### config.mk
export PLATFORM = sky130hd
export DESIGN_NAME = multi_toggle_sync_rx
export DESIGN_NICKNAME = d
export VERILOG_FILES = /design/src/rtl/multi_toggle_sync_rx.sv
export SDC_FILE = /design/constraint.sdc
export NUM_CORES = 1
export LEC_CHECK = 0
export ABC_CLOCK_PERIOD_IN_PS = 2700
export BUFFER_PORTS_ARGS = -buffer_cell sky130_fd_sc_hd__buf_4
export CORE_MARGIN = 2
export CORE_UTILIZATION = 47
export DETAILED_ROUTE_END_ITERATION = 8
export PLACE_DENSITY = 0.73
export SLEW_MARGIN = 20
export SYNTH_ARGS = -nofsm -noshare
export SYNTH_HDL_FRONTEND = slang
export SYNTH_SLANG_ARGS = --single-unit
### constraint.sdc
create_clock -name clk -period 2.7 [get_ports clk]
set_clock_uncertainty 0.1 [all_clocks]
set_input_delay 0.135 -clock clk [delete_from_list [all_inputs] [get_ports clk]]
set_output_delay 0.135 -clock clk [all_outputs]
set_load 0.1 [all_outputs]
### src/rtl/multi_toggle_sync_rx.sv
// Destination-side receiver for toggle-encoded pulse crossings, one lane per bit.
// Each lane synchronises its toggle, emits a pulse per edge and queues events in a saturating counter.
module multi_toggle_sync_rx #(
  parameter int CHANNELS    = 4,
  parameter int SYNC_STAGES = 2,
  parameter int CNT_W       = 3
) (
  input  logic                      clk,
  input  logic                      rst_n,
  input  logic [CHANNELS-1:0]       toggle_in,
  output logic [CHANNELS-1:0]       pulse_out,
  output logic [CHANNELS-1:0]       ev_valid,
  input  logic [CHANNELS-1:0]       ev_ready,
  output logic [CHANNELS*CNT_W-1:0] ev_count,
  output logic [CHANNELS-1:0]       overflow,
  input  logic [CHANNELS-1:0]       clr_ovf
);

  localparam int                   GUARD_W    = $clog2(SYNC_STAGES + 2);
  localparam logic [GUARD_W-1:0]   GUARD_INIT = GUARD_W'(SYNC_STAGES + 1);
  localparam logic [GUARD_W-1:0]   GUARD_ONE  = {{(GUARD_W-1){1'b0}}, 1'b1};
  localparam logic [GUARD_W-1:0]   GUARD_ZERO = {GUARD_W{1'b0}};
  localparam logic [CNT_W-1:0]     CNT_MAX    = {CNT_W{1'b1}};
  localparam logic [CNT_W-1:0]     CNT_ONE    = {{(CNT_W-1){1'b0}}, 1'b1};
  localparam logic [CNT_W-1:0]     CNT_ZERO   = {CNT_W{1'b0}};

  logic [SYNC_STAGES-1:0][CHANNELS-1:0] sync_r;
  logic [CHANNELS-1:0]                  hist_r;
  logic [GUARD_W-1:0]                   guard_r;
  logic [CNT_W-1:0]                     cnt_r [CHANNELS];
  logic                                 masked_s;
  logic [CHANNELS-1:0]                  edge_s;
  logic [CHANNELS-1:0]                  inc_s;
  logic [CHANNELS-1:0]                  dec_s;
  logic [CHANNELS-1:0]                  set_ovf_s;

  assign masked_s = (guard_r != GUARD_ZERO);
  assign edge_s   = sync_r[SYNC_STAGES-1] ^ hist_r;

  // Synchroniser chain, edge history, post-reset guard window and registered pulse.
  always_ff @(posedge clk) begin
    if (!rst_n) begin
      sync_r    <= {(SYNC_STAGES*CHANNELS){1'b0}};
      hist_r    <= {CHANNELS{1'b0}};
      guard_r   <= GUARD_INIT;
      pulse_out <= {CHANNELS{1'b0}};
    end else begin
      sync_r[0] <= toggle_in;
      for (int k = 1; k < SYNC_STAGES; k++) begin
        sync_r[k] <= sync_r[k-1];
      end
      hist_r <= sync_r[SYNC_STAGES-1];
      if (masked_s) begin
        guard_r <= guard_r - GUARD_ONE;
      end else begin
        guard_r <= guard_r;
      end
      // A lane tracking a high toggle at release would otherwise see a false edge.
      pulse_out <= edge_s & ~{CHANNELS{masked_s}};
    end
  end

  // Per-lane handshake decode and packed count view.
  always_comb begin
    ev_valid  = {CHANNELS{1'b0}};
    ev_count  = {(CHANNELS*CNT_W){1'b0}};
    inc_s     = pulse_out;
    dec_s     = {CHANNELS{1'b0}};
    set_ovf_s = {CHANNELS{1'b0}};
    for (int i = 0; i < CHANNELS; i++) begin
      ev_valid[i]                 = (cnt_r[i] != CNT_ZERO);
      ev_count[i*CNT_W +: CNT_W]  = cnt_r[i];
      dec_s[i]                    = ev_valid[i] & ev_ready[i];
      set_ovf_s[i]                = inc_s[i] & ~dec_s[i] & (cnt_r[i] == CNT_MAX);
    end
  end

  // Saturating pending-event counters and sticky overflow flags.
  always_ff @(posedge clk) begin
    if (!rst_n) begin
      for (int i = 0; i < CHANNELS; i++) begin
        cnt_r[i] <= CNT_ZERO;
      end
      overflow <= {CHANNELS{1'b0}};
    end else begin
      for (int i = 0; i < CHANNELS; i++) begin
        case ({inc_s[i], dec_s[i]})
          2'b10: begin
            if (cnt_r[i] != CNT_MAX) begin
              cnt_r[i] <= cnt_r[i] + CNT_ONE;
            end else begin
              cnt_r[i] <= cnt_r[i];
            end
          end
          2'b01:   cnt_r[i] <= cnt_r[i] - CNT_ONE;
          default: cnt_r[i] <= cnt_r[i];
        endcase
        if (set_ovf_s[i]) begin
          overflow[i] <= 1'b1;
        end else if (clr_ovf[i]) begin
          overflow[i] <= 1'b0;
        end else begin
          overflow[i] <= overflow[i];
        end
      end
    end
  end

endmodule

==> metrics.md <==
| Metric | Value |
|---|---|
| Vias | 1227 |
| Final min period | 2.139 ns |
| Compound-cell area share of the yosys netlist | 0.08606 |
| # setup viols final | 0 |
| Iter 0 DRT Violations | 34 |
| Worst min-delay path startpoint | rst_n |
| Final Cycle Share | 0.7924 |
| Routed Wire Length | 2.816 mm |
| Avg Cell Area, Syn | 10.40 sq um |
| Headroom to the max-slew limit | 0.6609 |
| TritonRoute pass-1 iters | 4 |
| Crit-path max FO | 4 |
| Die Wd | 63.12 um |
| Largest family of logic cells by synthesized area | simple AND/OR/NAND/NOR gates |
| Post-Place Setup Slack | 0.5958 ns |
| Ys async rst share | 0 |
| Die Span Y | 63.12 um |
| MaxCap Viol Count | 0 |
| PortBufs | 37 |
| Initial Util | 0.4923 |
| Ys flop type | dfxtp_1 |
| Root buffer cell | clkbuf_4 |
| Worst Setup EP | cnt_r[0][1]$_SDFFCE_PN0P_ |
| Crit path largest cell delay | 0.47 ns |
| Area Growth Syn to Fin | 30.54% |
| Total chip power | 1.452 mW |
| Hold Fails Final Rpt | 0 |
| Kind of critical path | reg -> reg |
| Clk buf depth | 2 |
| Synth Register Bits | 34 |
| Xor-xnor portion of the synthesized cell area | 0.04798 |
| RSZ-0062 raised after global routing | no |
| Gate Count Post-Synth | 158 |
| Synth Cell Area | 1643 sq um |
| Slew Viols, Final | 0 |
| Adder-cell share of the synthesized area | 0.1356 |
| Synth Warn # | 0 |
| Crit end category | flip-flop |
| Share of cells above drive strength 1 | 0.2995 |
| Reg-to-reg endpoint | cnt_r[0][1]$_SDFFCE_PN0P_ |
| Largest net degree at the start of global routing | 37 |
| CTS H-tree lvls | 2 |
| Initial antenna violation count | 0 |
| Drt drc | 0 |
| Syn_nets | 188 |
| Die area | 3984 sq um |
| Clk slew on worst S/H paths | 0.10 ns |
| Tot GR Track Use | 0.1601 |
| LEAKAGE | 0.9133 nW |
| Nets | 236 |
| FMAX | 0.4674 GHz |
| Sink Count | 34 |
| PwrDens | 677.0 nW/um^2 |
| Commonest non-fill, non-tap cell in the layout | buf_4 |
| Hold Path Class | in -> reg |
| Worst path cell trace | or3_4, nand2_2, ha_1, a21oi_1, o21ai_0 |
| Routed Antenna Nets | 0 |
| Status | complete, no violations |
| Worst EP required | 2.57 ns |
| Worst-Margin Slew | 0.5034 ns |
| R2R Path Start | cnt_r[0][2]$_SDFFCE_PN0P_ |
| Average vias per placed instance | 4.850 |
| CTS tree | done |
| VDD IR max | 0.4303 mV |
| Per-cell routed wire length | 11.13 um |
| Sequential fraction of the synthesis area | 0.4874 |
| Reg-to-reg slack, setup | 0.56 ns |
| Placer Congestion | 0.7421 |
| Num CTS Buffers | 5 |
| Post-synth EDFFs | 12 |
| Hpwl dp | 2.171 mm |
| Slowest stage cell on the critical path | edfxtp_1 |
| Floorplan core area | 3337 sq um |
| Critical path arrival | 2.01 ns |
| Post-route setup slack | 0.5606 ns |
| FP Rows | 21 |
| Grt total ovfl | 0 |
| Clk_lat worst skew | 0.33 ns |
| Ant diodes | 0 |
| Post-CTS Setup Bufs | 0 |
| Reg2Reg Depth | 5 |
| Commonest cells after routing, fill and taps aside | buf_4 (37), dfxtp_1 (22), inv_1 (18) |
| Crit path from | cnt_r[0][2]$_SDFFCE_PN0P_ |
| Simple-gate share of the synthesized area | 0.1744 |
| First-pass GRT wire length | 4.961 mm |
| Crit path launch type | flip-flop |
| Vias in the first global route | 1207 |
| FILL cells | 283 |
| Mux contribution to synthesized area | 0.006855 |
| IO Pins | 38 |
| Netlist cell types | 28 |
[how the worst min path moves through the flow]
stage	slack, ns	cells past startpoint	to
floorplan	0.16	1	sync_r[0]$_SDFF_PN0_
global placement	0.24	2	sync_r[3]$_SDFF_PN0_
detailed placement	0.25	2	sync_r[1]$_SDFF_PN0_
CTS	0.02	2	guard_r[1]$_SDFFE_PN1N_
global route	0.03	2	guard_r[1]$_SDFFE_PN1N_
finish	0.03	2	guard_r[1]$_SDFFE_PN1N_
[cells by family (layout without fill, tap and decap cells)]
logic type / after synthesis / count (layout)
AND/OR/NAND/NOR: 51 / 51
flip-flops: 34 / 34
buffers and inverters: 25 / 74
AO/OA/AOI/OAI: 22 / 22
adder cells (fa/ha/maj): 16 / 16
XOR/XNOR: 9 / 9
multiplexers: 1 / 1
[what timing repair did]
action	4_1_cts	5_1_grt
hold buffers	8	0
gates resized for setup	0	0
endpoints found under the hold margin	8	0
[Yosys cell counts, drive strengths merged (3+ instances only)]
cell type | number | area, sq um
a21boi | 5 | 37.54
a21oi | 3 | 15.01
and2 | 12 | 75.07
dfxtp | 22 | 440.4
edfxtp | 12 | 360.4
fa | 3 | 60.06
ha | 13 | 162.7
inv | 21 | 78.82
nand2 | 11 | 48.80
nand2b | 6 | 37.54
nand4 | 3 | 18.77
nor2 | 11 | 41.29
o2111ai | 3 | 26.28
o21ai | 8 | 40.04
o31ai | 3 | 22.52
or3 | 3 | 33.78
xnor2 | 7 | 61.31
[stage by stage]
step | util | hold WS, ns | area [sq um] | TNS (ns) | instances
global route | 0.6427 | 0.03108 | 2145 | 0 | 253
global placement | 0.6040 | 0.2430 | 2016 | 0 | 237
floorplan | - | 0.1623 | 1703 | -0.4031 | 158
CTS | 0.6427 | 0.02231 | 2145 | 0 | 253
detailed placement | 0.6040 | 0.2484 | 2016 | 0 | 237
finish | 0.6427 | 0.03199 | 2145 | 0 | 253
[worst max-delay path: cells and delay by family (launching register included)]
family                   cells  cell delay [ns]
AND/OR/NAND/NOR              2             0.50
AO/OA/AOI/OAI                2             0.50
adder cells (fa/ha/maj)      1             0.23
flip-flops                   1             0.47
[metal layers]
layer / GRT usage / vias to the layer above / part of all wire
met1: 0.1799 / 574 / 0.44
li1: - / 618 / -
met4: 0.07500 / 0 / 0.023
met3: 0.05179 / 8 / 0.047
met5: 0 / - / 0
met2: 0.2739 / 27 / 0.49
[layout make-up]
type / instances / area (sq um) / share of cell area
sequential: 34 / 800.8 / 0.3734
multi-input combinational: 99 / 800.8 / 0.3734
timing repair buffer: 45 / 357.8 / 0.1669
inverter: 21 / 78.83 / 0.03676
tap: 46 / 57.56 / 0.02684
clock buffer: 8 / 48.80 / 0.02275
[sequential cells by signal, summed over array words and instances, names as in the netlist]
name and count:
cnt_r 12, sync_r 8, pulse_out 4, hist_r 4
overflow 4, guard_r 2
[power by group]
part	total [mW]	switching (mW)	internal [mW]
Clock	0.262	0.158	0.104
Combinational	0.572	0.407	0.165
Sequential	0.618	0.0361	0.582
Note: power is estimated with default switching activity, not from simulation.
